==> config.mk <==
export PLATFORM = sky130hd
export DESIGN_NAME = seq_bit_serializer
export DESIGN_NICKNAME = d
export VERILOG_FILES = /design/src/rtl/seq_bit_serializer.sv
export SDC_FILE = /design/constraint.sdc
export NUM_CORES = 1
export LEC_CHECK = 0
export BUFFER_PORTS_ARGS = -buffer_cell sky130_fd_sc_hd__clkbuf_2
export CORE_UTILIZATION = 55
export DETAILED_ROUTE_END_ITERATION = 8
export PLACE_DENSITY = 0.8
export SLEW_MARGIN = 20
export SYNTH_ARGS = -nofsm -noshare
export SYNTH_HDL_FRONTEND = slang
export SYNTH_SLANG_ARGS = --single-unit
==> constraint.sdc <==
create_clock -name clk -period 2.7 [get_ports clk]
set_clock_uncertainty 0.2 [all_clocks]
set_input_delay 0.54 -clock clk [delete_from_list [all_inputs] [get_ports clk]]
set_output_delay 0.54 -clock clk [all_outputs]
set_load 0.1 [all_outputs]
==> src/rtl/seq_bit_serializer.sv <==
// Parallel-to-serial front end for the bit-serial pattern detectors.
// One active shift word plus a one-word hold register for zero-gap streaming.
module seq_bit_serializer #(
    parameter int DATA_W    = 8,
    parameter bit MSB_FIRST = 1'b1,
    parameter bit IDLE_BIT  = 1'b0
) (
    input  logic              clk,
    input  logic              rst,
    input  logic [DATA_W-1:0] in_data,
    input  logic              in_valid,
    output logic              in_ready,
    input  logic              bit_en,
    output logic              out_bit,
    output logic              out_valid,
    output logic              word_done,
    output logic              busy
);

    localparam int CW = $clog2(DATA_W);
    localparam logic [CW-1:0] LAST = CW'(DATA_W - 1);

    typedef enum logic {
        IDLE,
        SHIFT
    } state_t;

    state_t            state;
    logic [DATA_W-1:0] shift_reg;
    logic [DATA_W-1:0] hold_reg;
    logic [DATA_W-1:0] shift_nxt;
    logic              hold_full;
    logic [CW-1:0]     bit_cnt;
    logic              head;
    logic              accept;
    logic              last;

    // Output end of the shift register depends on bit order.
    if (MSB_FIRST) begin : g_msb
        assign head      = shift_reg[DATA_W-1];
        assign shift_nxt = {shift_reg[DATA_W-2:0], 1'b0};
    end else begin : g_lsb
        assign head      = shift_reg[0];
        assign shift_nxt = {1'b0, shift_reg[DATA_W-1:1]};
    end

    assign in_ready  = !hold_full;
    assign accept    = in_valid && !hold_full;
    assign last      = (state == SHIFT) && bit_en && (bit_cnt == LAST);
    assign busy      = (state == SHIFT) || hold_full;
    assign out_valid = (state == SHIFT);
    assign out_bit   = (state == SHIFT) ? head : IDLE_BIT;

    always_ff @(posedge clk or negedge rst) begin
        if (!rst) begin
            state     <= IDLE;
            shift_reg <= '0;
            hold_reg  <= '0;
            hold_full <= 1'b0;
            bit_cnt   <= '0;
            word_done <= 1'b0;
        end else begin
            word_done <= last;
            unique case (state)
                IDLE: begin
                    if (accept) begin
                        shift_reg <= in_data;
                        bit_cnt   <= '0;
                        state     <= SHIFT;
                    end
                end
                SHIFT: begin
                    if (last) begin
                        bit_cnt <= '0;
                        if (hold_full) begin
                            shift_reg <= hold_reg;
                            hold_full <= 1'b0;
                        end else if (accept) begin
                            shift_reg <= in_data;
                        end else begin
                            state <= IDLE;
                        end
                    end else begin
                        if (bit_en) begin
                            shift_reg <= shift_nxt;
                            bit_cnt   <= bit_cnt + CW'(1);
                        end
                        if (accept) begin
                            hold_reg  <= in_data;
                            hold_full <= 1'b1;
                        end
                    end
                end
                default: state <= IDLE;
            endcase
        end
    end

endmodule

# Yosys cells after proc, flatten, opt, wreduce, memory -nomap -nowiden
# Index checks and enable logic that the tools add are counted.
# op_classes
order_cmp	0
n_mul	0
div_mod_pow	0
n_mux	16
n_eq_ne	3
add_sub_neg	1
bitwise_logic	2
n_shift	0
reduce_logical	9
# op_table
operator	count
2-to-1 mux 8 bit	4
case mux 8 bit (2 select lines)	1
2-to-1 mux 3 bit	3
2-to-1 mux 1 bit	6
case mux 3 bit (2 select lines)	1
AND reduction 2 bit	2
adder 3 x 1 -> 3 bit, second input constant	1
equality test 3 bit, second input constant	1
logical AND 1 bit	3
inequality test 3 x 2 -> 1 bit, second input constant	1
AND reduction 3 bit	1
inequality test 2 bit, second input constant	1
inverter 1 bit	2
case mux 1 bit (2 select lines)	1
nonzero test 2 bit	1
logical NOT 1 bit	1
logical OR 1 bit	1
# totals
elab_cells	37
reg_bits	22
n_memories	0
latchBits	0
mem_bits_ro	0
in_bits	12
output_inout_bits	5
ram_bits	0

# Longest topological paths before layout
# logic_depth
ltp_word	6
mapped_depth	6
mapped_depth_nobuf	5

# Worst setup path before layout
# No wires, ideal clock.
# synth_path
kind	reg-to-output
startpoint	register state (netlist: out_valid)
endpoint	output port out_bit
n_path_buf	1
arrival_time_ns	2.083
path_stages_with_launch	3
path_slack_ns	-0.123
required_ns	1.960
cell_sequence	dfrtp_1 > clkbuf_1 > and2_1
# synth_between
elab_chain_len	1
# synth_rtl
element	line_no	text
start: declaration	28	state_t state;
start signal: assignment	56	state <= IDLE;
start signal: assignment	69	state <= SHIFT;
start signal: assignment	81	state <= IDLE;
2-to-1 mux 1 bit	52	assign out_bit = (state == SHIFT) ? head : IDLE_BIT;
end: declaration	14	output logic out_bit,
# No other way between the ends.

# Worst setup path in the final report
# Same ends and word-level chain as after synthesis.

==> impl_metrics.yaml <==
pwr:
  power_density_nw_per_um2: 431.4
  power_uw: 547.3
  ir_drop_mv: 0.3436
  p_leak_uw: 0.0006405
synth:
  synth-seq-cells: 22
  synth_top_area_cell: "dfrtp_1"
  syn_inst: 106
  yosys_warnings: 0
  synth_sequential_area_ratio_pct: 48.25
  synth.distinct_cells: 27
  synth_edf_count: 0
  synth_ff_type: "dfrtp_1"
  avgSynthCellArea_um2: 10.77
  syn_nets: 120
  synth_top_area_share_pct: 48.25
  synthTopCellsByArea: "dfrtp_1, mux2_2, a221o_1"
  netlist_area_um2: 1141
  async_reset_ff_share_pct: 100.0
final_layout:
  nets: 135
  area_growth_pct: 11.18
  antennaDiodeCount: 0
  final_cell_mix: "dfrtp_1, clkbuf_2, mux2_2"
  final_common_cell: "dfrtp_1"
  drive_gt1_share_pct: 26.67
worst_setup_path:
  crit_chain: "and2_2 > clkbuf_2"
  worstSetupEndpointType: "primary output"
  cp_top_family: "flip-flops"
  cp.depth: 2
  slowest_stage: "dfrtp_1"
  cp.buffers_inverters: 1
  startpoint: "out_valid$_DFF_PN0_"
  required_ns: 1.96
  critPathMaxFanout: 18
  crit_type: "reg2out"
  cp.arrival_ns: 1.65
  max_stage_delay_ns: 0.67
  reg2reg_depth: 5
  startpoint_type: "flip-flop"
  r2r-start: "bit_cnt[0]$_DFFE_PN0P_"
clock_network:
  clk_latency_ns: 0.30
  post_cts_buffers: 0
  cts-root-buf: "clkbuf_4"
  hold_buffers: 0
  cts_htree_levels: 1
  postCtsResizedCells: 0
  clk_pin_slew_ns: 0.11
  cts.sink_count: 22
  cts_tree: "done"
  cts_made_buffers: 3
  cts_max_path_buffers: 2
detailed_routing:
  drc_errors: 1
  drt_iter0_drc: 18
  vias_per_cell: 5.789
  vias: 851
  ant_nets: 0
  drt-total-wl_um: 2233
  wl_per_cell_um: 15.19
  dr.pass1.iters: 6
sta:
  slew_headroom_pct: 64.20
  setup_violations: 0
  max_freq_mhz: 417.8
  finalSetupTns_ns: 0
  period_share_pct: 88.64
  maxSlewViolCount: 0
  finalHoldViolCount: 10
  tightest_slew_ns: 0.5369
  finalCriticalPeriod_ns: 2.393
  hold_slack_ns: -0.004224
  rsz0062_at_grt: "false"
floorplan:
  start_util_pct: 58.16
  die_area_um2: 2261
  rows: 16
  core_area_um2: 1962
  fp.dieH_um: 47.55
  io-pin-count: 17
  die_w_um: 47.55
placed_design:
  gp_congestion: 0.8651
  dpl.hpwl_um: 1612
  port_buffers: 16
global_routing:
  antenna_found_initial: 0
  grt_overflow: 0
  track_usage_pct: 22.91
  grt_max_degree: 23
  grt_pass1_vias: 760
  grt_pass1_wl_um: 3456
job:
  max_cap_violations: 0
status:
  status: "complete, but fails checks"
  violations: "DRC, hold timing"
hold_path:
  hp-class: "in2async"
-- power breakdown --
part | leakage [uW] | switching, uW | internal [uW]
Clock | 0.0000210 | 92.6 | 82.2
Sequential | 0.000294 | 4.38 | 335
Combinational | 0.000326 | 18.0 | 14.6
-- per-layer routing --
layer | part of all wire (%) | global-route usage [%] | routed length (um) | vias to the layer above
met2 | 44 | 30.68 | 985 | 30
li1 | - | - | - | 415
met5 | 0 | 0 | 0 | -
met4 | 2.4 | 12.22 | 53 | 0
met3 | 5.1 | 6.415 | 114 | 6
met1 | 48 | 33.41 | 1079 | 400
-- cell type report --
class / count / area (um2)
Multi-Input combinational cell: 76 / 560.5
Timing Repair Buffer: 16 / 80.08
Clock buffer: 4 / 36.28
Sequential cell: 22 / 550.5
Inverter: 2 / 7.507
Tap cell: 27 / 33.78
Fill cell: 167 / 693.2
-- worst paths after layout --
kind	endpoint	slack, ns
min	bit_cnt[2]$_DFFE_PN0P_	-0.004
min reg2reg	hold_reg[0]$_DFFE_PN0P_	0.31
max in group asynchronous	hold_reg[3]$_DFFE_PN0P_	1.95
max reg2reg	hold_reg[4]$_DFFE_PN0P_	0.46
min in group clk	shift_reg[3]$_DFFE_PN0P_	0.29
max	out_bit	0.31
-- through the flow --
stage	cells	area, um2	hold WS [ns]	util (%)	setup slack, ns
floorplan	106	1142	0.04441	-	0.1522
global placement	143	1232	0.2828	62.82	0.5444
detailed placement	143	1232	0.2903	62.82	0.4812
CTS	147	1269	0.004088	64.67	0.3009
global route	147	1269	0.01707	64.67	0.1802
finish	147	1269	-0.004224	64.67	0.3067
-- cell usage after synthesis (all sizes together) (2+ instances only) --
library cell / number
mux2: 9
nand2: 7
clkbuf: 5
a21oi: 6
a21boi: 2
a221o: 5
dfrtp: 22
nor2b: 4
mux2i: 5
o211ai: 2
and3b: 3
nand2b: 6
ha: 2
and3: 3
inv: 2
nand3: 7
o21ai: 6
-- logic make-up (layout without fill, tap and decap cells) --
kind of cell | Yosys count | count (layout) | synth area share (%)
AO/OA/AOI/OAI | 24 | 24 | 14.25
AND/OR/NAND/NOR | 36 | 36 | 19.30
adder cells (fa/ha/maj) | 2 | 2 | 2.193
flip-flops | 22 | 22 | 48.25
buffers and inverters | 8 | 22 | 2.741
multiplexers | 14 | 14 | 13.27
No activity file was read; power rests on OpenSTA's default activity.
